**config.mk**
```make
export PLATFORM = sky130hd
export DESIGN_NAME = remote_comm
export DESIGN_NICKNAME = d
export VERILOG_FILES = /design/src/rtl/remote_comm_pkg.sv /design/src/rtl/remote_comm_uart_trx.sv /design/src/rtl/remote_comm.sv
export SDC_FILE = /design/constraint.sdc
export NUM_CORES = 1
export LEC_CHECK = 0
export CAP_MARGIN = 10
export CORE_MARGIN = 2
export CORE_UTILIZATION = 55
export DETAILED_ROUTE_END_ITERATION = 6
export DONT_BUFFER_PORTS = 1
export PLACE_DENSITY = 0.73
export SETUP_SLACK_MARGIN = 0.3
export SYNTH_ARGS = -nofsm -noshare
export SYNTH_HDL_FRONTEND = slang
export SYNTH_HIERARCHICAL = 1
export SYNTH_SLANG_ARGS = --single-unit
```
**constraint.sdc**
```tcl
create_clock -name clk -period 3.4 [get_ports clk]
set_clock_uncertainty 0.05 [all_clocks]
set_input_delay 0.68 -clock clk [delete_from_list [all_inputs] [get_ports clk]]
set_output_delay 0.68 -clock clk [all_outputs]
set_load 0.01 [all_outputs]
```
**src/rtl/remote_comm_pkg.sv**
```systemverilog
// remote_comm_pkg: shared types and constants for the remote command link.
// Holds the command FSM state enum, robot response codes and opcode field.
package remote_comm_pkg;

    typedef enum logic [1:0] {
        IDLE,
        HIGH,
        LOW
    } cmd_state_t;

    localparam logic [7:0] RESP_DONE = 8'hA5;
    localparam logic [7:0] RESP_PROG = 8'h5A;

    localparam int CMD_OP_MSB = 15;
    localparam int CMD_OP_LSB = 12;

endpackage

```
**src/rtl/remote_comm_uart_trx.sv**
```systemverilog
// uart_trx: 8N1 UART transmitter and receiver sharing one bit period.
// Ports: clk, rst_n, trmt/tx_data -> TX, tx_done; RX -> rx_rdy/rx_data,
// framing_err. tx_done is combinational in the last stop-bit cycle so a
// following trmt in that cycle starts the next frame with no gap.
module uart_trx #(
    parameter int BAUD_DIV = 2604
) (
    input  logic       clk,
    input  logic       rst_n,
    input  logic       trmt,
    input  logic [7:0] tx_data,
    output logic       tx_done,
    output logic       TX,
    input  logic       RX,
    output logic       rx_rdy,
    output logic [7:0] rx_data,
    output logic       framing_err
);

    localparam int BW = (BAUD_DIV > 2) ? $clog2(BAUD_DIV) : 1;
    localparam logic [BW-1:0] BAUD_LAST = BW'(BAUD_DIV - 1);
    localparam logic [BW-1:0] BAUD_MID  = BW'(BAUD_DIV / 2);

    // Transmitter
    logic          r_tx_busy;
    logic [BW-1:0] r_tx_baud;
    logic [3:0]    r_tx_bit;
    logic [7:0]    r_tx_sr;
    logic          r_tx;
    logic          w_tx_tick;
    logic          w_tx_end;

    assign w_tx_tick = r_tx_busy && (r_tx_baud == BAUD_LAST);
    assign w_tx_end  = w_tx_tick && (r_tx_bit == 4'd9);
    assign tx_done   = w_tx_end;
    assign TX        = r_tx;

    always_ff @(posedge clk or negedge rst_n) begin
        if (!rst_n) begin
            r_tx_busy <= 1'b0;
            r_tx_baud <= '0;
            r_tx_bit  <= 4'd0;
            r_tx_sr   <= 8'h00;
            r_tx      <= 1'b1;
        end else if (trmt) begin
            r_tx_busy <= 1'b1;
            r_tx_baud <= '0;
            r_tx_bit  <= 4'd0;
            r_tx_sr   <= tx_data;
            r_tx      <= 1'b0;
        end else if (w_tx_end) begin
            r_tx_busy <= 1'b0;
            r_tx_baud <= '0;
            r_tx      <= 1'b1;
        end else if (w_tx_tick) begin
            // shifting in ones makes the stop bit fall out naturally
            r_tx_baud <= '0;
            r_tx_bit  <= r_tx_bit + 4'd1;
            r_tx      <= r_tx_sr[0];
            r_tx_sr   <= {1'b1, r_tx_sr[7:1]};
        end else if (r_tx_busy) begin
            r_tx_baud <= r_tx_baud + BW'(1);
        end
    end

    // Receiver
    logic          r_rx_ff1;
    logic          r_rx_ff2;
    logic          r_rx_prev;
    logic          r_rx_busy;
    logic [BW-1:0] r_rx_baud;
    logic [3:0]    r_rx_bit;
    logic [7:0]    r_rx_sr;
    logic          r_rx_rdy;
    logic          r_ferr;
    logic          w_rx_fall;

    assign w_rx_fall   = r_rx_prev & ~r_rx_ff2;
    assign rx_rdy      = r_rx_rdy;
    assign rx_data     = r_rx_sr;
    assign framing_err = r_ferr;

    always_ff @(posedge clk or negedge rst_n) begin
        if (!rst_n) begin
            r_rx_ff1  <= 1'b1;
            r_rx_ff2  <= 1'b1;
            r_rx_prev <= 1'b1;
            r_rx_busy <= 1'b0;
            r_rx_baud <= '0;
            r_rx_bit  <= 4'd0;
            r_rx_sr   <= 8'h00;
            r_rx_rdy  <= 1'b0;
            r_ferr    <= 1'b0;
        end else begin
            r_rx_ff1  <= RX;
            r_rx_ff2  <= r_rx_ff1;
            r_rx_prev <= r_rx_ff2;
            r_rx_rdy  <= 1'b0;
            r_ferr    <= 1'b0;
            if (!r_rx_busy) begin
                if (w_rx_fall) begin
                    r_rx_busy <= 1'b1;
                    r_rx_baud <= '0;
                    r_rx_bit  <= 4'd0;
                end
            end else begin
                if (r_rx_baud == BAUD_LAST) begin
                    r_rx_baud <= '0;
                    r_rx_bit  <= r_rx_bit + 4'd1;
                end else begin
                    r_rx_baud <= r_rx_baud + BW'(1);
                end
                if (r_rx_baud == BAUD_MID) begin
                    if (r_rx_bit == 4'd0) begin
                        // start bit gone high again: glitch, not a frame
                        if (r_rx_ff2) r_rx_busy <= 1'b0;
                    end else if (r_rx_bit == 4'd9) begin
                        // release mid-stop so a back-to-back start is seen
                        r_rx_busy <= 1'b0;
                        if (r_rx_ff2) r_rx_rdy <= 1'b1;
                        else          r_ferr   <= 1'b1;
                    end else begin
                        r_rx_sr <= {r_rx_ff2, r_rx_sr[7:1]};
                    end
                end
            end
        end
    end

endmodule

```
**src/rtl/remote_comm.sv**
```systemverilog
// remote_comm: sends a 16-bit command as two UART bytes (high first) and
// latches the robot's 1-byte responses, with a no-response timeout.
// Ports: cmd/send_cmd in, busy/cmd_sent out, TX/RX serial,
// resp/resp_rdy/clr_resp_rdy response latch, resp_tmo timeout flag.
module remote_comm
    import remote_comm_pkg::*;
#(
    parameter int          BAUD_DIV     = 2604,
    parameter logic [21:0] RESP_TIMEOUT = 22'd2_500_000
) (
    input  logic        clk,
    input  logic        rst_n,
    input  logic [15:0] cmd,
    input  logic        send_cmd,
    output logic        cmd_sent,
    output logic        busy,
    output logic        TX,
    input  logic        RX,
    output logic [7:0]  resp,
    output logic        resp_rdy,
    input  logic        clr_resp_rdy,
    output logic        resp_tmo
);

    cmd_state_t  r_state;
    cmd_state_t  w_next;
    logic        w_trmt;
    logic [7:0]  w_tx_data;
    logic        w_accept;
    logic        w_done;
    logic        w_tx_done;
    logic        w_rx_rdy;
    logic [7:0]  w_rx_data;
    logic        w_ferr;
    logic        w_rx_ok;

    logic [15:0] r_cmd_buf;
    logic        r_cmd_sent;
    logic        r_busy;
    logic [7:0]  r_resp;
    logic        r_resp_rdy;
    logic        r_tmo;
    logic        r_got;
    logic [21:0] r_tmo_cnt;

    uart_trx #(
        .BAUD_DIV (BAUD_DIV)
    ) u_trx (
        .clk         (clk),
        .rst_n       (rst_n),
        .trmt        (w_trmt),
        .tx_data     (w_tx_data),
        .tx_done     (w_tx_done),
        .TX          (TX),
        .RX          (RX),
        .rx_rdy      (w_rx_rdy),
        .rx_data     (w_rx_data),
        .framing_err (w_ferr)
    );

    assign w_rx_ok = w_rx_rdy & ~w_ferr;

    always_ff @(posedge clk or negedge rst_n) begin
        if (!rst_n) r_state <= IDLE;
        else        r_state <= w_next;
    end

    // first byte comes straight from cmd so it starts one cycle after accept
    always_comb begin
        w_next    = r_state;
        w_trmt    = 1'b0;
        w_tx_data = r_cmd_buf[15:8];
        w_accept  = 1'b0;
        w_done    = 1'b0;
        unique case (r_state)
            IDLE: begin
                if (send_cmd) begin
                    w_accept  = 1'b1;
                    w_trmt    = 1'b1;
                    w_tx_data = cmd[15:8];
                    w_next    = HIGH;
                end
            end
            HIGH: begin
                if (w_tx_done) begin
                    w_trmt    = 1'b1;
                    w_tx_data = r_cmd_buf[7:0];
                    w_next    = LOW;
                end
            end
            LOW: begin
                if (w_tx_done) begin
                    w_done = 1'b1;
                    w_next = IDLE;
                end
            end
            default: w_next = IDLE;
        endcase
    end

    always_ff @(posedge clk or negedge rst_n) begin
        if (!rst_n) begin
            r_cmd_buf  <= 16'h0000;
            r_cmd_sent <= 1'b0;
            r_busy     <= 1'b0;
            r_resp     <= 8'h00;
            r_resp_rdy <= 1'b0;
            r_tmo      <= 1'b0;
            r_got      <= 1'b0;
            r_tmo_cnt  <= 22'd0;
        end else begin
            if (r_cmd_sent && !r_got && !r_tmo) begin
                if (r_tmo_cnt == RESP_TIMEOUT - 22'd1) r_tmo <= 1'b1;
                else r_tmo_cnt <= r_tmo_cnt + 22'd1;
            end
            if (w_accept || clr_resp_rdy) r_resp_rdy <= 1'b0;
            if (w_accept) begin
                r_cmd_buf  <= cmd;
                r_cmd_sent <= 1'b0;
                r_tmo      <= 1'b0;
                r_busy     <= 1'b1;
            end
            if (w_done) begin
                r_cmd_sent <= 1'b1;
                r_busy     <= 1'b0;
                r_tmo_cnt  <= 22'd0;
                r_got      <= 1'b0;
            end
            // a completed byte beats any clear in the same cycle
            if (w_rx_ok) begin
                r_resp     <= w_rx_data;
                r_resp_rdy <= 1'b1;
                r_got      <= 1'b1;
                r_tmo_cnt  <= 22'd0;
            end
        end
    end

    assign cmd_sent = r_cmd_sent;
    assign busy     = r_busy;
    assign resp     = r_resp;
    assign resp_rdy = r_resp_rdy;
    assign resp_tmo = r_tmo;

endmodule

```
== Word level (Yosys, flattened, before mapping) ==
Index checks and enable logic that the tools add are counted.

* Register bits after elaboration: 109
* Logic and storage cells: 137

* Add/sub/neg operators: 5
* Equal/unequal tests: 14
* Muxes and demuxes: 63
* Bitwise gates (word level): 6
* Reduce and logical (&&, ||, !) cells: 26

{| class="wikitable"
|+ Operators with widths
! kind !! number
|-
| $mux 22 || 4
|-
| $mux 12 || 7
|-
| $mux 8 || 5
|-
| $mux 1 || 35
|-
| $add 12x1->12 const B || 2
|-
| $eq 12x12->1 const B || 2
|-
| $mux 4 || 6
|-
| $add 22x1->22 const B || 1
|-
| $eq 22x22->1 const B || 1
|-
| $pmux 8 s2 || 1
|-
| $reduce_bool 2->1 || 8
|-
| $eq 12x11->1 const B || 1
|-
| $add 4x1->4 const B || 2
|-
| $eq 4x4->1 const B || 2
|-
| $reduce_and 2->1 || 4
|-
| $mux 2 || 3
|-
| $ne 2x1->1 const B || 3
|-
| $pmux 2 s3 || 1
|-
| $reduce_bool 3->1 || 2
|-
| $logic_and 1x1->1 || 4
|-
| $logic_not 4->1 || 1
|-
| $ne 2x2->1 const B || 2
|-
| $not 1->1 || 4
|-
| $reduce_and 4->1 || 1
|-
| 10 further kinds || 12
|}

== Depth between registers and ports, before layout ==
Gate-level depths: netlist (run 1).

* Depth after elaboration: 7
* Mapped depth: 13
* Depth with buffers taken out: 12

== By module ==
The synthesis (run 1) kept the hierarchy.

{| class="wikitable"
|+ Modules (own cells, without submodules)
! module !! times used !! cells each !! area each (µm²) !! seq. area each (µm²)
|-
| uart_trx || 1 || 282 || 2874.0 || 1406.3
|-
| remote_comm || 1 || 246 || 2538.7 || 1326.3
|}

== Worst setup path after synthesis (run 1) ==
OpenSTA, ideal clock, no wires.

* Kind: register to register
* From: register u_trx.r_tx_baud[6]
* To: register u_trx.r_tx_baud[11]
* Setup time: 118 ps
* Arrival time: 2841 ps
* Data required time: 3232 ps
* Path slack: 391 ps
* Cell stages (with the launch flop): 13
* Path buffers: 2
* Clock period less this slack: 3009 ps
* Path through: dfrtp_1 nor4b_2 nand3_1 nor2_1 nand2_1 nor2_1 nor2_1 inv_1 clkbuf_1 a31o_2 clkbuf_1 o22ai_1 a21o_1

* Word-level cells in the longest chain between the ends: 6
* Elaborated cells between the ends (all ways): 11
* Those cells by class: add/sub: 1; eq/ne: 1; mux: 6; reduce/logical: 3

{| class="wikitable"
|+ Ends and longest elaborated chain
! item !! line !! RTL
|-
| start, declared || remote_comm_uart_trx.sv:26 || <nowiki>logic [BW-1:0] r_tx_baud;</nowiki>
|-
| start signal, assigned || remote_comm_uart_trx.sv:62 || <nowiki>r_tx_baud <= r_tx_baud + BW'(1);</nowiki>
|-
| $eq 12x12->1 * || remote_comm_uart_trx.sv:33 || <nowiki>assign w_tx_tick = r_tx_busy && (r_tx_baud == BAUD_LAST);</nowiki>
|-
| $logic_and 1x1->1 * || remote_comm_uart_trx.sv:33 ||
|-
| $logic_and 1x1->1 * || remote_comm_uart_trx.sv:34 || <nowiki>assign w_tx_end = w_tx_tick && (r_tx_bit == 4'd9);</nowiki>
|-
| net w_tx_done || remote_comm.sv:31 || <nowiki>logic w_tx_done;</nowiki>
|-
| $mux 1 * || remote_comm.sv:85 || <nowiki>if (w_tx_done) begin</nowiki>
|-
| $pmux 1 s2 * || remote_comm.sv:75 || <nowiki>unique case (r_state)</nowiki>
|-
| net w_trmt || remote_comm.sv:27 || <nowiki>logic w_trmt;</nowiki>
|-
| $reduce_bool 4->1 (no source line) / $mux 12 (equally long branches) || -- ||
|}

The timed path passes the listed nets; every way through them passes the cells marked *. The select of a mux whose other input is x is not followed.
A chain may end at the register's enable or synchronous reset.

== Worst setup path after layout (run 1) ==
* From: register u_trx.r_tx_baud[0]
* To: register u_trx.r_tx_baud[8]

Same word-level chain as after synthesis.

==> results.json, run 1 <==
{
  "min_period_over_period_pct": 82.99,
  "cts_buffers": 9,
  "fmax_ghz": 0.3544,
  "clk_pin_slew_worst_paths_ns": 0.10,
  "critPathCaptureType": "register",
  "netlist_area_sq_mm": 0.005413,
  "cap_viol_max_count": 0,
  "whs_ns": -0.06732,
  "io_pins": 34,
  "area_growth_pct": 6.819,
  "initial_core_util_pct": 55.89,
  "reg2reg_depth": 12,
  "gr-total-overflow": 0,
  "row_count": 36,
  "slowest_delay_ns": 0.51,
  "ant_nets": 0,
  "cts_tree": "built",
  "synth-seq-area-share_pct": 50.49,
  "violations": "hold timing",
  "status": "finished, violations left",
  "ys_seq_elements": 109,
  "drive_gt1_share_pct": 13.09,
  "arrival_ns": 3.04,
  "die_h_um": 103.2,
  "p_leak_nw": 2.628,
  "crit_top_cell": "nor2_1",
  "antennaDiodeCount": 0,
  "drv_slew": 0,
  "clockBufferDepth": 2,
  "synthArstFlopShare_pct": 100.0,
  "r2r_start": "u_trx/r_tx_baud[0]",
  "grt_max_degree": 110,
  "final_hold_viol_count": 105,
  "hold_class": "in2async",
  "crit_chain": "ha_1 -> and4b_1 -> nand3_1 -> nor2_1 -> nand2_1 -> nor2_1 -> nor2_2 -> inv_1 -> o21ai_0 -> nor3_1 -> xnor2_1 -> nor2_1",
  "hpwl_um": 7165,
  "postSynthAreaPerCell_sq_um": 10.25,
  "clk_latency_ns": 0.38,
  "synth_edf_count": 0,
  "crit_type": "reg2reg",
  "grt_pass1_wl_um": 17440,
  "grtUsageTotal_pct": 20.86,
  "reg2reg_slack_ns": 0.58,
  "cp.required_ns": 3.62,
  "clockRootBuffer": "clkbuf_8",
  "start_kind": "register",
  "io_buffers": 0,
  "fin_crit_ns": 2.822,
  "cts_sinks": 109,
  "drt_iter0_drc": 211,
  "crit_fanout": 9,
  "vias_per_cell": 5.861,
  "syn-instance-count": 528,
  "setup-violations-final": 0,
  "max_slew_margin_pct": 46.29,
  "dieArea_sq_mm": 0.01065,
  "cp_slowest_cell": "o21ai_0",
  "die_w_um": 103.2,
  "wl_um": 10430,
  "wire_per_inst_um": 15.80,
  "synth_nets": 558,
  "rsz0062_at_grt": "true",
  "tightest_slew_ns": 0.8027,
  "gp_congestion": 0.9457,
  "ys.flop_type": "dfrtp_1",
  "coreArea_sq_mm": 0.009684,
  "yosysWarningCount": 6,
  "drt_pass1_iterations": 5,
  "cts-htree-levels": 3,
  "worstReg2RegEnd": "u_trx/r_tx_baud[8]",
  "power_density_mw_per_mm2": 514.7,
  "antenna_found_initial": 0,
  "grt_pass1_vias": 3750,
  "post-cts-setup-buffer-count": 0,
  "vias": 3868,
  "ys_types": 65,
  "peakVddDrop_mv": 0.3368,
  "final_util_pct": 59.70,
  "drc": 0,
  "layout.nets": 553,
  "setup_tns_ns": 0
}
-- state kept, by name, summed over array words and instances, names as in the netlist, 2 cells and up --
signal and cells:
r_tmo_cnt 22, r_cmd_buf 16, u_trx/r_rx_baud 12, u_trx/r_tx_baud 12, resp 8, u_trx/r_tx_sr 8, u_trx/rx_data 8, u_trx/r_rx_bit 4
u_trx/r_tx_bit 4, r_state 2
-- placed cells by master (no fill, tap or decap), types with 5 or more instances in the layout --
cell type	Yosys	routed
nor2_1	44	42
nand4_1	12	12
xor2_1	15	15
or3_1	10	10
nor4_1	6	6
mux2_2	24	24
xnor2_1	10	10
a21oi_1	21	21
mux2i_1	9	9
nand2_1	54	54
buf_4	1	5
o21ai_0	30	30
a31oi_1	6	6
ha_1	9	9
mux2_4	8	8
nand2b_1	6	6
o21ai_1	8	8
dfrtp_1	105	105
a22oi_1	8	8
nor3_1	15	15
clkbuf_8	0	9
inv_1	21	21
nand3_1	25	25
-- metrics by stage --
stage | instance area (sq um) | total power, mW | hold slack, ns | worst slack (ns) | instances
5_1_grt | 5782 | 3.148 | -0.1047 | 0.2822 | 660
4_1_cts | 5771 | 3.000 | -0.09285 | 0.3690 | 660
3_3_place_gp | 5518 | 1.977 | 0.2975 | 0.5071 | 645
2_1_floorplan | 5413 | 1.920 | 0.2952 | 0.3913 | 528
3_5_place_dp | 5518 | 2.012 | 0.2972 | 0.4232 | 645
6_report | 5782 | 2.976 | -0.06732 | 0.5784 | 660
-- worst max-delay path: cells and delay by family (launching register included) --
kind                       cells  cell delay (ns)
adders and majority gates      1             0.24
buffers and inverters          1             0.15
AOI/OAI and AO/OA              1             0.51
and+or+nand+nor                8             1.15
DFF                            1             0.44
xor gates and xnor gates       1             0.16
-- power breakdown --
| part | leakage (nW) | switching, mW | internal, mW |
|---|---|---|---|
| sequential | 1.40 | 0.198 | 1.43 |
| combinational | 1.10 | 0.198 | 0.164 |
| clock | 0.126 | 0.423 | 0.559 |
| total | 2.63 | 0.819 | 2.16 |
-- repair_timing --
action,4_1_cts,5_1_grt
endpoints found under the setup margin,0,9
gates resized for setup,0,2
endpoints found under the hold margin,105,105
-- Yosys cell counts, types with 10 or more instances --
master	n	area share (%)
a21oi_1	21	1.9
clkbuf_1	15	1.0
dfrtp_1	105	49
inv_1	21	1.5
mux2_2	24	5.0
nand2_1	54	3.7
nand3_1	25	2.3
nand4_1	12	1.4
nor2_1	44	3.1
nor3_1	15	1.4
o21ai_0	30	2.8
or3_1	10	1.2
xnor2_1	10	1.6
xor2_1	15	2.4
-- layout make-up --
class	instances	area, sq um
sequential	109	2733
fill	812	3902
inverter	21	78.83
clock inverter	5	125.1
tap	133	166.4
clock buffer	10	127.6
multi-input combinational	377	2514
timing repair buffer	5	37.54
-- worst max path at each step --
stage,slack [ns],endpoint,startpoint
2_1_floorplan,0.39,u_trx/r_tx_baud[11],u_trx/r_tx_baud[6]
6_report,0.58,u_trx/r_tx_baud[8],u_trx/r_tx_baud[0]
3_3_place_gp,0.51,u_trx/r_tx_baud[8],u_trx/r_tx_baud[0]
4_1_cts,0.37,u_trx/r_tx_baud[8],u_trx/r_tx_baud[0]
5_1_grt,0.28,u_trx/r_tx_baud[8],u_trx/r_tx_baud[0]
3_5_place_dp,0.42,u_trx/r_tx_baud[8],u_trx/r_tx_baud[0]
-- per-layer routing --
| layer | GRT usage [%] | up-vias | share of wire, % |
|---|---|---|---|
| met4 | 7.996 | 0 | 1.8 |
| met1 | 26.71 | 1903 | 45 |
| met2 | 34.22 | 94 | 48 |
| met5 | 0 | - | 0 |
| li1 | - | 1853 | - |
| met3 | 5.444 | 18 | 4.8 |
-- cells by family (layout without fill, tap and decap cells) --
| group | Yosys count | after routing | synth area share [%] |
|---|---|---|---|
| XOR/XNOR | 25 | 25 | 4.045 |
| AO/OA/AOI/OAI | 91 | 91 | 10.36 |
| buffers and inverters | 42 | 41 | 3.329 |
| flip-flops | 109 | 109 | 50.49 |
| adder cells (fa/ha/maj) | 9 | 9 | 2.080 |
| multiplexers | 41 | 41 | 8.877 |
| AND/OR/NAND/NOR | 211 | 211 | 20.83 |
No activity file was read; power rests on OpenSTA's default activity.
==> run 2: changes to the inputs <==
==> constraint.sdc (replaced) <==
create_clock -name clk -period 2.9 [get_ports clk]
set_clock_uncertainty 0.05 [all_clocks]
set_input_delay 0.58 -clock clk [delete_from_list [all_inputs] [get_ports clk]]
set_output_delay 0.58 -clock clk [all_outputs]
set_load 0.01 [all_outputs]
==> results.json, run 2 (synthesized netlist as in run 1, its figures left out) <==
{
  "drt_iter0_drc": 146,
  "clk_latency_ns": 0.38,
  "final_util_pct": 59.96,
  "swShare_pct": 29.57,
  "vias": 3849,
  "antenna_found_initial": 0,
  "drv_slew": 0,
  "crit_fanout": 7,
  "reg2reg_depth": 11,
  "worst_slack_ns": 0.4231,
  "cp_slowest_cell": "dfrtp_1",
  "crit_buf_inv": 1,
  "hpwl_um": 6853,
  "power_switching_uw": 995.3,
  "crit_chain": "ha_1 -> and4b_2 -> nand3_2 -> nor2_4 -> nand2_1 -> nor2_4 -> nor2_2 -> inv_2 -> o211ai_1 -> or3_1 -> a21oi_1",
  "layout.nets": 555,
  "setup_tns_ns": 0,
  "p_leak_nw": 2.617,
  "tightest_slew_ns": 0.7605,
  "pwr-share-seq_pct": 56.9,
  "grt_pass1_wl_um": 17460,
  "crit_type": "reg2reg",
  "place_inst": 646,
  "status": "finished, violations left",
  "crit_top_cell": "nor2_4",
  "rsz0062_at_grt": "false",
  "fin_cells": 663,
  "wl_um": 10210,
  "cap_viol_max_count": 0,
  "reg_top3": "r_tmo_cnt: 22 flops, r_cmd_buf: 16 flops",
  "min_period_over_period_pct": 85.41,
  "die_w_um": 103.2,
  "crit_family": "simple AND/OR/NAND/NOR gates",
  "max_slew_margin_pct": 49.12,
  "row_count": 36,
  "worstReg2RegEnd": "u_trx/r_tx_baud[5]",
  "clockBufferDepth": 2,
  "grtUsageTotal_pct": 20.94,
  "fin_crit_ns": 2.477,
  "p_int_mw": 2.370,
  "layout_commonest_cell": "dfrtp_1",
  "critPathCaptureType": "register",
  "arrival_ns": 2.73,
  "final_hold_viol_count": 106,
  "clk_pin_slew_worst_paths_ns": 0.11,
  "drive_gt1_share_pct": 15.28,
  "initial_core_util_pct": 55.89,
  "coreArea_sq_mm": 0.009684,
  "cts-htree-levels": 3,
  "vias_per_cell": 5.805,
  "cp.required_ns": 3.15,
  "reg2reg_slack_ns": 0.42,
  "whs_ns": -0.1685,
  "area_growth_pct": 7.282,
  "violations": "hold timing",
  "dp_slack_ns": 0.2098,
  "setup-violations-final": 0,
  "largest_register_ffs": 22,
  "power_density_mw_per_mm2": 579.6,
  "hold_class": "in2async",
  "slowest_delay_ns": 0.43,
  "gp_congestion": 0.8616,
  "cts_tree": "built",
  "peakVddDrop_mv": 0.4144,
  "grt_max_degree": 110,
  "ant_nets": 0,
  "start_kind": "register",
  "gr-total-overflow": 0,
  "clockRootBuffer": "clkbuf_8",
  "comb_power_share_pct": 12.7,
  "r2r_start": "u_trx/r_tx_baud[0]",
  "top_register": "r_tmo_cnt",
  "fmax_ghz": 0.4037,
  "clkPwrFrac_pct": 30.4,
  "antennaDiodeCount": 0,
  "io_pins": 34,
  "cts_sinks": 109,
  "wire_per_inst_um": 15.40,
  "cts_buffers": 9,
  "drc": 0,
  "die_h_um": 103.2,
  "layout_common_cells": "dfrtp_1, nand2_1, nor2_1, o21ai_0",
  "grt_pass1_vias": 3667,
  "drt_pass1_iterations": 4,
  "dieArea_sq_mm": 0.01065,
  "io_buffers": 0
}
==> run 2: repair_timing <==
action                     CTS  global route
gates resized for setup      2            11
setup endpoints to repair   15            25
hold endpoints to repair   109           109
buffers inserted             0             1
pin swaps                    1             3
==> run 2: how the worst max path moves through the flow <==
stage | cells after the start | slack, ns | to | from
2_1_floorplan | 12 | 0.31 | u_trx/r_tx_baud[9] | u_trx/r_tx_baud[6]
3_3_place_gp | 11 | 0.36 | u_trx/r_tx_baud[8] | u_trx/r_tx_baud[6]
3_5_place_dp | 11 | 0.21 | u_trx/r_tx_baud[8] | u_trx/r_tx_baud[6]
4_1_cts | 11 | 0.32 | u_trx/r_tx_baud[4] | u_trx/r_tx_baud[0]
5_1_grt | 12 | 0.27 | u_trx/r_tx_baud[3] | u_trx/r_tx_baud[0]
6_report | 11 | 0.42 | u_trx/r_tx_baud[5] | u_trx/r_tx_baud[0]
==> run 2: layout make-up <==
class	count	area, sq um
Timing Repair Buffer	7	52.55
Clock inverter	6	96.34
Tap cell	133	166.4
Clock buffer	10	127.6
Inverter	21	78.83
Multi-Input combinational cell	377	2552
Fill cell	790	3877
Sequential cell	109	2733
==> run 2: power by group through the flow <==
stage	combinational, mW	sequential [mW]	clock [mW]
after floorplan	0.405	1.85	0
after global placement	0.393	1.93	0
after detailed placement	0.416	1.93	0
after CTS	0.415	1.91	1.06
after global routing	0.498	1.94	1.12
final	0.427	1.92	1.02
==> run 2: stage by stage <==
stage	power [mW]	hold slack (ns)	instance area [sq um]
floorplan	2.251	0.2344	5423
global placement	2.322	0.2387	5533
detailed placement	2.349	0.2389	5533
CTS	3.386	-0.1910	5768
global route	3.555	-0.2110	5807
finish	3.366	-0.1685	5807
==> run 2: layer usage <==
metal  vias to the layer above  GRT usage [%]  routed length (um)
met5                         -              0                   0
met4                         0          6.073                 135
met3                        11          6.183                 439
met2                        67          32.82                4844
met1                      1899          28.58                4791
li1                       1872              -                   -
